**src/rtl/muldiv_unit.sv**
```systemverilog
// muldiv_unit: iterative RV32M multiply/divide unit, one result bit per cycle, held until accepted.
module muldiv_unit #(
  parameter int BitWidth = 32
) (
  input  logic                clk,
  input  logic                rst,
  input  logic                in_valid,
  output logic                in_ready,
  input  logic [BitWidth-1:0] a,
  input  logic [BitWidth-1:0] b,
  input  logic [2:0]          funct3,
  output logic                out_valid,
  input  logic                out_ready,
  output logic [BitWidth-1:0] y,
  output logic                busy
);
  localparam int W  = BitWidth;
  localparam int CW = $clog2(W + 1);
  typedef enum logic [1:0] {IDLE, CALC, FIX, DONE} state_t;
  state_t state_q, state_d;
  logic [2:0]     f3_q, f3_d;
  logic           sign_q, sign_d, ov_q, ov_d;
  logic [W-1:0]   am_q, am_d, bm_q, bm_d, y_q, y_d;
  logic [2*W-1:0] acc_q, acc_d;
  logic [W:0]     rem_q, rem_d;
  logic [CW-1:0]  cnt_q, cnt_d;
  logic           a_sgn, b_sgn, a_neg, b_neg, b_zero, ovf, special, res_sign, take;
  logic [W-1:0]   a_mag, b_mag, spec_y, y_fix;
  logic [W:0]     mul_sum, rem_sh;
  logic [W+1:0]   diff;
  logic [2*W-1:0] mag, fixd;
  assign a_sgn    = funct3 inside {3'b001, 3'b010, 3'b100, 3'b110};
  assign b_sgn    = funct3 inside {3'b001, 3'b100, 3'b110};
  assign a_neg    = a_sgn & a[W-1];
  assign b_neg    = b_sgn & b[W-1];
  assign a_mag    = a_neg ? -a : a;
  assign b_mag    = b_neg ? -b : b;
  assign b_zero   = b == '0;
  assign ovf      = (funct3 == 3'b100 || funct3 == 3'b110) && a == {1'b1, {(W-1){1'b0}}} && b == '1;
  assign special  = funct3[2] & (b_zero | ovf);
  assign spec_y   = funct3[1] ? (b_zero ? a : '0) : (b_zero ? '1 : a);
  assign res_sign = (funct3[2] & funct3[1]) ? a_neg : a_neg ^ b_neg;
  // Multiply: accumulate into the high half, multiplier bits shift out of the low half.
  assign mul_sum  = {1'b0, acc_q[2*W-1:W]} + (acc_q[0] ? {1'b0, am_q} : '0);
  // Divide: dividend shifts out of acc MSB-first while quotient bits shift in at the LSB.
  assign rem_sh   = {rem_q[W-1:0], acc_q[W-1]};
  assign diff     = {1'b0, rem_sh} - {2'b0, bm_q};
  assign take     = ~diff[W+1];
  assign mag      = f3_q[2] ? {{W{1'b0}}, f3_q[1] ? rem_q[W-1:0] : acc_q[W-1:0]} : acc_q;
  assign fixd     = sign_q ? -mag : mag;
  assign y_fix    = (f3_q[2] || f3_q[1:0] == 2'b00) ? fixd[W-1:0] : fixd[2*W-1:W];
  always_comb begin
    state_d = state_q;
    f3_d    = f3_q;
    sign_d  = sign_q;
    am_d    = am_q;
    bm_d    = bm_q;
    acc_d   = acc_q;
    rem_d   = rem_q;
    cnt_d   = cnt_q;
    y_d     = y_q;
    ov_d    = ov_q;
    case (state_q)
      IDLE: if (in_valid) begin
        f3_d    = funct3;
        sign_d  = res_sign;
        am_d    = a_mag;
        bm_d    = b_mag;
        acc_d   = {{W{1'b0}}, funct3[2] ? a_mag : b_mag};
        rem_d   = '0;
        cnt_d   = CW'(W);
        y_d     = special ? spec_y : y_q;
        ov_d    = special;
        state_d = special ? DONE : CALC;
      end
      CALC: begin
        acc_d   = f3_q[2] ? {acc_q[2*W-1:W], acc_q[W-2:0], take} : {mul_sum, acc_q[W-1:1]};
        rem_d   = f3_q[2] ? (take ? diff[W:0] : rem_sh) : rem_q;
        cnt_d   = cnt_q - 1'b1;
        state_d = cnt_q == CW'(1) ? FIX : CALC;
      end
      FIX: begin
        y_d     = y_fix;
        ov_d    = 1'b1;
        state_d = DONE;
      end
      default: if (out_ready) begin
        ov_d    = 1'b0;
        state_d = IDLE;
      end
    endcase
  end
  always_ff @(posedge clk) begin
    if (rst) begin
      state_q <= IDLE;
      f3_q    <= '0;
      sign_q  <= 1'b0;
      am_q    <= '0;
      bm_q    <= '0;
      acc_q   <= '0;
      rem_q   <= '0;
      cnt_q   <= '0;
      y_q     <= '0;
      ov_q    <= 1'b0;
    end else begin
      state_q <= state_d;
      f3_q    <= f3_d;
      sign_q  <= sign_d;
      am_q    <= am_d;
      bm_q    <= bm_d;
      acc_q   <= acc_d;
      rem_q   <= rem_d;
      cnt_q   <= cnt_d;
      y_q     <= y_d;
      ov_q    <= ov_d;
    end
  end
  assign in_ready  = state_q == IDLE;
  assign busy      = state_q != IDLE;
  assign out_valid = ov_q;
  assign y         = y_q;
endmodule
```
**config.mk**
```make
export PLATFORM = sky130hd
export DESIGN_NAME = muldiv_unit
export DESIGN_NICKNAME = d
export VERILOG_FILES = /design/src/rtl/muldiv_unit.sv
export SDC_FILE = /design/constraint.sdc
export NUM_CORES = 1
export LEC_CHECK = 0
export CAP_MARGIN = 10
export CORE_MARGIN = 2
export CORE_UTILIZATION = 25
export DETAILED_ROUTE_END_ITERATION = 8
export GPL_ROUTABILITY_DRIVEN = 0
export MAX_ROUTING_LAYER = met4
export SLEW_MARGIN = 10
export SYNTH_ARGS = -nofsm -noshare
export SYNTH_HDL_FRONTEND = slang
export SYNTH_SLANG_ARGS = --single-unit
```
**constraint.sdc**
```tcl
create_clock -name clk -period 9.2 [get_ports clk]
set_input_delay 1.84 -clock clk [delete_from_list [all_inputs] [get_ports clk]]
set_output_delay 1.84 -clock clk [all_outputs]
set_load 0.01 [all_outputs]
```
**Word-level counts from Yosys, hierarchy flattened**

Index checks and enable logic that the tools add are counted.
W data, S select, Z words.

- Bits in registers: 205
- Input bits: 71
- Output and inout port bits: 35

- Bitwise logic cells: 8
- Equality and inequality tests: 13
- Reduce and logical (&&, ||, !) cells: 21
- Mux-type cells: 32
- Add/subtract/negate cells: 6

Operators with widths:

| cell | count |
|---|---|
| $mux W32 | 14 |
| $mux W64 | 4 |
| $pmux W32 S2 | 2 |
| $pmux W64 S2 | 1 |
| $eq A32 B32 Y1 const B | 2 |
| $neg A32 Y32 | 2 |
| $neg A64 Y64 | 1 |
| $sub A33 B32 Y34 | 1 |
| $add A32 B32 Y33 | 1 |
| $logic_not A32 Y1 | 1 |
| $pmux W6 S2 | 1 |
| $reduce_and A3 Y1 | 4 |
| $mux W2 | 4 |
| $reduce_bool A4 Y1 | 2 |
| $eq A3 B3 Y1 const B | 2 |
| $eq A6 B1 Y1 const B | 1 |
| $mux W6 | 1 |
| $ne A2 B2 Y1 const B | 3 |
| $pmux W2 S3 | 1 |
| $reduce_and A2 Y1 | 3 |
| $reduce_bool A2 Y1 | 3 |
| $reduce_bool A3 Y1 | 2 |
| $sub A6 B1 Y6 const B | 1 |
| $and A1 B1 Y1 | 4 |
| other kinds (13) | 19 |

**Logic depth before layout (Yosys ltp)**

- Depth after elaboration: 9
- Depth in mapped cells: 16

**Least setup slack after synthesis**

Ideal clock, no wire load.

- Path kind: input-to-reg
- Start point: input b[9]
- End point: register acc_q[24]
- Arrival time: 4.387 ns
- Library setup time: 0.132 ns
- Buffers on the path: 0
- Path slack: 4.681 ns
- Required time: 9.068 ns
- Stages on the path: 9
- Cell sequence: or4_4 > or4_4 > or3_4 > or4_4 > o31ai_4 > xor2_1 > nand2b_1 > a221oi_1 > nor3_1

- Longest elaborated chain between the ends: 5

Ends and longest elaborated chain:

| what | line | source |
|---|---|---|
| from (decl) | 10 | `input logic [BitWidth-1:0] b,` |
| $neg A32 Y32 | 37 | `assign b_mag = b_neg ? -b : b;` |
| $mux W32 | 37 |  |
| $mux W32 | 69 | `acc_d = {{W{1'b0}}, funct3[2] ? a_mag : b_mag};` |
| $mux W64 | 64 | `IDLE: if (in_valid) begin` |
| $pmux W64 S2 | 63 | `case (state_q)` |
| to (signal assigned) | 100 | `acc_q <= '0;` |
| to (signal assigned) | 111 | `acc_q <= acc_d;` |
| to (decl) | 24 | `logic [2*W-1:0] acc_q, acc_d;` |

Every way passes these cells. The select of a mux whose other input is x is not followed.
A chain may end at the register's enable or synchronous reset.

**Worst setup path in the final report**

- Start point: input b[9]
- End point: register y_q[11] (netlist: y[11])

- Longest elaborated chain between the ends: 6

Ends and longest elaborated chain:

| what | line | source |
|---|---|---|
| $logic_not A32 Y1 / $eq A32 B32 Y1 (equally long branches) | 38, 39 |  |
| $mux W32 / $logic_and A1 B1 Y1 (equally long branches) | 41, 39 |  |
| $mux W32 / $or A1 B1 Y1 (equally long branches) | 41, 40 |  |
| $mux W32 / $and A1 B1 Y1 (equally long branches) | 72, 40 |  |
| $mux W32 / $ne A2 B1 Y1 (equally long branches) | -- |  |
| $pmux W32 S2 / $reduce_and A3 Y1 (equally long branches) | -- |  |
| to (signal assigned) | 114 | `y_q <= y_d;` |
| to (decl) | 23 | `logic [W-1:0] am_q, am_d, bm_q, bm_d, y_q, y_d;` |

Several ways; a longest one is shown, not always the timed one. The select of a mux whose other input is x is not followed.

==> flow_summary_export.csv <==
group,metric,value,unit
route,drtIter0Drc,2040,
setup_path,crit_path_max_fanout,53,
synthesis,synth-xor-area-share,7.20,%
sta,setup_violations,0,
flow_run,maxCapViolCount,0,
setup_path,cp-startpoint,"b[9]",
route,ant_nets,0,
synthesis,syn_inst,2303,
global_route,track_usage,18.5,%
synthesis,synth_seq_area_share,24.1,%
final_layout,areaGrowthSynthToFinish,15.5,%
global_route,gr-total-overflow,0,
route,num_vias,17800,
clock_network,ctsResizeCount,0,
clock_network,clkTransAtPathRegs,0.06,ns
setup_path,start_kind,"input pin",
floorplanning,pin_count,106,
synthesis,ys_types,88,
setup_path,rr_startpoint,"f3_q[2]",
pwr,p_total,3.06,mW
synthesis,ys.flop_type,"dfxtp_1",
synthesis,synthSimpleGateAreaFrac,23.5,%
setup_path,reg2reg_depth,12,
synthesis,syn-num-nets,2450,
synthesis,yosys.area_share.adder,6.38,%
final_layout,final-instance-count-excl-fill,3200,
synthesis,yosys_warnings,0,
clock_network,clock_latency,0.55,ns
final_layout,antenna_cells,0,
clock_network,numCtsBuffers,25,
floorplanning,die_w,265,um
floorplanning,coreArea,0.0673,sq mm
run_status,status,"completed",
clock_network,cts-root-buf,"clkbuf_16",
synthesis,synth_top_family_by_area,"compound AO/OA/AOI/OAI gates",
pwr,vdd_ir_drop_max,0.000142,V
sta,slew_headroom,28.8,%
route,wire_per_inst,20.4,um
synthesis,synth_compound_gate_area_share,27.1,%
final_layout,final_layout_size_suffix_gt1_share,5.72,%
floorplanning,row_count,95,
sta,fin_skew,0.0142,ns
sta,period_needed,5.70,ns
setup_path,crit_type,"input pin to flip-flop",
global_route,grt_pass1_vias,16000,
route,post_drt_via_cell_ratio,5.57,
placement,io_buffers,105,
clock_network,cts.path.max_buffers,3,
sta,hold_viol,0,
sta,worst_pin_slew,1.07,ns
sta,setup_tns,0,ns
sta,slew_viol_final,0,
placement,placed_cell_area,0.0188,sq mm
hold_path,worstHoldPathCells,2,
synthesis,async_flop_share,0,%
hold_path,hp-start,"am_q[0]",
floorplanning,dieArea,0.0702,sq mm
clock_network,clock_sinks,205,
placement,dp.cells,3154,
setup_path,arrival,6.16,ns
final_layout,final_nets,2455,
sta,rsz0062_at_grt,"no",
clock_network,holdBufCountCts,0,
clock_network,cts_tree,"yes",
hold_path,min_path_type,"flip-flop to flip-flop",
clock_network,cts_setup_buffers,0,
route,detail_route.wirelength,65.4,mm
synthesis,avgSynthCellArea,7.39,sq um
setup_path,required,9.65,ns
final_layout,final_cell_area,0.0197,sq mm
setup_path,r2r_end,"y[28]",
synthesis,synth_seq_cells,205,
sta,fmax,175,MHz
hold_path,min_to,"am_q[0]",
global_route,grt_start_max_net_pins,63,
setup_path,r2r_slack,4.42,ns
route,first_pass_iters,6,
sta,whs,0.461,ns
pwr,p_leak,7.08,nW
floorplanning,start_util,25.3,%
global_route,grt_pass1_wl,99.2,mm
setup_path,endpoint_kind,"flip-flop",
clock_network,h-tree-depth,1,
sta,fin_crit_sh,62.0,%
pwr,p_per_area,156,mW/mm^2
synthesis,post_synth_mux_area_share,6.45,%
global_route,antenna_found_initial,0,
synthesis,syn_area,0.0170,sq mm
synthesis,synth_edf_count,0,
floorplanning,die_y,265,um
placement,hpwl,49.8,mm
route,drc_errors,0,
==> final cells by class <==
class	count	area, sq um
Clock inverter	8	123
Clock buffer	38	744
Tap cell	873	1090
Timing Repair Buffer	133	1250
Multi-Input combinational cell	1871	12100
Fill cell	7374	47600
Sequential cell	205	4110
Inverter	72	270
==> how the worst max path moves through the flow <==
stage	end	slack [ns]
2_1_floorplan	acc_q[24]	4.68
3_3_place_gp	y[1]	3.10
3_5_place_dp	y[11]	2.98
4_1_cts	y[11]	3.55
5_1_grt	y[27]	3.21
6_report	y[11]	3.50
==> through the flow <==
| step | setup slack (ns) | utilization (%) |
|---|---|---|
| 2_1_floorplan | 4.68 | - |
| 3_3_place_gp | 3.10 | 27.9 |
| 3_5_place_dp | 2.98 | 27.9 |
| 4_1_cts | 3.55 | 29.2 |
| 5_1_grt | 3.21 | 29.2 |
| 6_report | 3.50 | 29.2 |
==> sequential cells by signal, indices dropped and copies added (netlist names) <==
register and flops:
acc_q 64, f3_q 3, rem_q 32, sign_q 1
bm_q 32, am_q 32, cnt_q 6, state_q 2
out_valid 1, y 32
==> cell usage in the layout, fill, tap and decap left out, types with 16 or more instances in the layout <==
cell type        synthesis  final
nand2_1                215    215
a211oi_1               129    129
and2_1                  44     43
o21bai_1                16     16
o21ai_0                140    140
clkbuf_16                0     25
ha_1                    74     72
a31oi_1                 31     30
nand3_1                 40     40
mux2i_1                 85     85
o31ai_1                 19     19
dfxtp_1                205    203
a21o_1                  22     22
mux2_2                  22     22
buf_4                    4     29
nand4_1                 22     22
a21oi_1                178    176
o211ai_1                27     27
xor2_1                  58     58
xnor2_1                 82     82
nor2_1                 289    288
inv_1                   70     70
clkdlybuf4s50_1          0    103
nor3_1                  75     75
nor4_1                  32     32
or3_1                   22     22
==> worst max-delay path, stage by stage <==
cell and delay, ns:
clkdlybuf4s50_1 0.52, or4_4 0.61, or4_4 0.44, or3_4 0.38, nor4_4 0.14, buf_4 0.48
a32o_1 0.28, a31o_2 0.78, nand2_1 0.32, o31ai_1 0.31
==> cells in the mapped netlist (12+ instances only) <==
master	number	share of area (%)
o21ai_0	140	4.1
nand2b_1	15	0.55
o211ai_1	27	1.2
ha_1	74	5.4
or3_1	22	0.81
o31ai_1	19	0.84
a211oi_1	129	5.7
a21oi_1	178	5.2
xnor2_1	82	4.2
nor3_1	75	2.2
and2_1	44	1.6
nand4_1	22	0.81
nand2_1	215	4.7
mux2_2	22	1.5
a31oi_1	31	1.1
a311oi_1	13	0.67
nor2b_1	14	0.51
or4_1	12	0.53
buf_1	14	0.31
a21o_1	22	0.97
nor2_1	289	6.4
maj3_1	12	0.71
clkbuf_1	121	2.7
dfxtp_1	205	24
a22oi_1	13	0.57
o21bai_1	16	0.71
xor2_1	58	3.0
mux2i_1	85	5.0
nor4_1	32	1.2
nand3_1	40	1.2
buf_2	14	0.41
inv_1	70	1.5
==> cell families (layout without fill, tap and decap cells) <==
family	Yosys count	in the layout
xor gates and xnor gates	140	140
and+or+nand+nor	836	836
buffers and inverters	227	251
adders and majority gates	88	88
AOI/OAI and AO/OA	700	700
muxes	107	107
DFF	205	205
==> routing by layer <==
| metal | share of wire, % | global-route usage [%] | vias to the layer above |
|---|---|---|---|
| li1 | - | - | 8455 |
| met1 | 45 | 24.9 | 8460 |
| met2 | 44 | 28.0 | 781 |
| met3 | 7.6 | 2.46 | 133 |
| met4 | 4.3 | 7.34 | 0 |
| met5 | 0 | - | - |
==> where the power goes <==
group | switching, mW | internal [mW] | leakage (nW)
logic | 0.635 | 0.344 | 4.97
registers | 0.0680 | 0.955 | 1.68
clock network | 0.416 | 0.641 | 0.428
Note: power is estimated with default switching activity, not from simulation.
==> variant (same settings) <==
Encoding of `state_t`: now Gray code (2 bits for 4 states).
--- a/src/rtl/muldiv_unit.sv
+++ b/src/rtl/muldiv_unit.sv
@@ -16,7 +16,7 @@
 );
   localparam int W  = BitWidth;
   localparam int CW = $clog2(W + 1);
-  typedef enum logic [1:0] {IDLE, CALC, FIX, DONE} state_t;
+  typedef enum logic [1:0] {IDLE = 2'b00, CALC = 2'b01, FIX = 2'b11, DONE = 2'b10} state_t;
   state_t state_q, state_d;
   logic [2:0]     f3_q, f3_d;
   logic           sign_q, sign_d, ov_q, ov_d;
Behaviour: no difference found for any inputs over 4 cycles, from zero or initial values and one cycle with rst high; so few cycles prove little.
==> variant against the unedited design <==
- total power grew 2.2%
- sequential cell count is the same
- synthesized area increased by 0.62%
- register-to-register slack got worse by 0.44 ns
- clock skew increased by 0.00090 ns
- routed wire length increased by 6.4%
- cell area is 0.64% higher
- setup slack gained 0.42 ns
- critical path type unchanged
- largest cell class unchanged
==> variant: results (changes against the unedited design) <==
stage,metric,value,unit,change
worst_setup_path,crit path max-delay cell type,clkdlybuf4s50_1,,
timing,skew final,0.0151,ns,+0.000900 ns
placement,hpwl dp,53.4,mm,+7.1%
grt,initial antenna violation count,4,,+4
cells_and_area,Final Util,29.3,%,+0.084 points
worst_setup_path,Worst path top cell family by delay,buffers and inverters,,
power,VDD IR max,0.124,mV,-12%
clock_tree,setup bufs post-CTS,0,,unchanged
route,Vias,17900,,+0.51%
grt,GRT Overall Usage,19.6,%,+1.1 points
synthesis,most frequent cells after synthesis,"303 x nor2_1, 239 x nand2_1, 205 x dfxtp_1",,
synthesis,Synth Warn #,0,,unchanged
route,Pre-antenna DRT Iters,9,,+3
synthesis,ranking of synthesized cells by area,"dfxtp_1 24%, nor2_1 6.6%, mux2i_1 5.9%, a211oi_1 5.6%, ha_1 5.4%",,
synthesis,Yosys cell types,85,,-3.4%
cells_and_area,"Net count, final",2493,,+1.5%
grt,largest net degree at the start of global routing,67,,+6.3%
placement,"worst slack, placed",3.37,ns,+0.381 ns
outcome,status,"finished, final reports clean",,
cells_and_area,Largest register FFs,64,,unchanged
power,Leak Pwr,7.16,nW,+1.1%
worst_setup_path,CP Max Fanout,30,,-43%
cells_and_area,ratio of cells with drive above 1 in the final layout,5.25,%,-0.47 points
worst_setup_path,Worst EP arrival,5.77,ns,-0.39 ns
worst_hold_path,Hold Path Class,flip-flop to flip-flop,,
grt,first-pass GRT wire length,104,mm,+4.4%
synthesis,sequential element share of the synthesized area,24.0,%,-0.15 points
placement,dpl cell area,19000,um^2,+0.87%
clock_tree,cts bufs inserted,25,,unchanged
cells_and_area,"Most flops, register",acc_q,,
placement,IO Port Bufs,105,,unchanged
route,First DRT Iteration DRCs,1852,,-9.2%
route,wire per inst,21.5,um,+5.1%
timing,Final Setup Violations,0,,unchanged
grt,number of global-route vias before repair,16400,,+2.6%
worst_hold_path,Worst Hold Depth,2,,unchanged
worst_setup_path,CP max stage delay,1.20,ns,+0.42 ns
timing,Relative slew margins,18.9,%,-9.8 points
worst_setup_path,FF-to-FF path depth,10,,-2
synthesis,"Top FF cell, synth",dfxtp_1,,
cells_and_area,fillers,7316,,-0.79%
-- variant: changes by cell type after synthesis, sizes merged, moves of 9 or more --
cell	unedited run	this run
o21ai	143	127
mux2i	85	101
mux2	22	12
nor2	289	303
clkbuf	121	130
xor2	58	71
o21a	6	15
buf	34	23
a22o	1	17
nand2	215	239
maj3	12	0
-- variant: layout make-up --
type / instances / area share (%)
diodes: 4 / 0.0506
well taps: 873 / 5.52
clock buffers: 31 / 3.43
flip-flops and latches: 205 / 20.8
repair buffers: 140 / 6.63
inverters: 71 / 1.35
multi-input cells: 1903 / 61.6
clock inverters: 12 / 0.714
-- variant: cells by family (layout without fill, tap and decap cells) --
logic type                 count (synthesis)  after routing  share of synthesized area [%]
muxes                                    113            113                           6.69
buffers and inverters                    224            254                           5.22
xor gates and xnor gates                 148            148                           7.57
and+or+nand+nor                          869            869                           24.1
AOI/OAI and AO/OA                        697            697                           26.8
DFF                                      205            205                           24.0
adders and majority gates                 76             76                           5.64
other                                      0              4                              0
-- variant: final timing paths --
kind                                start  endpoint  slack, ns
worst min-delay path              am_q[0]   am_q[0]       0.45
worst min register to register    am_q[0]   am_q[0]       0.45
worst max-delay path            funct3[2]     y[28]       3.91
worst max register to register    f3_q[2]     y[13]       3.98
-- variant: layer usage --
layer  share of wire [%]  vias up  GRT usage [%]
li1                    -     8562              -
met2                  44      771           29.8
met3                 7.4      193           2.69
met5                   0        -              -
met4                 6.5        0           11.6
met1                  42     8394           24.8
-- variant: worst register-to-register path: stages (launching register included) --
cell and delay [ns]:
dfxtp_4 0.76, and2_1 0.46, buf_4 0.41, mux2_2 0.45, nor4_1 0.88, nand4b_1 0.49
o21bai_1 0.32, a32o_1 0.28, a2111oi_0 0.81, nor3_1 0.11, nor3_1 0.18
-- variant: where the power goes --
group	total, mW	leakage, nW	internal, mW	switching [mW]
registers	1.06	1.68	0.968	0.0907
logic	1.04	5.07	0.372	0.670
clock network	1.02	0.408	0.603	0.422
-- variant: metrics by stage --
| stage | total power [mW] | std cells |
|---|---|---|
| after floorplan | 1.72 | 2332 |
| after global placement | 2.09 | 3192 |
| after detailed placement | 2.09 | 3192 |
| after CTS | 3.12 | 3235 |
| after global routing | 3.28 | 3239 |
| final | 3.13 | 3239 |
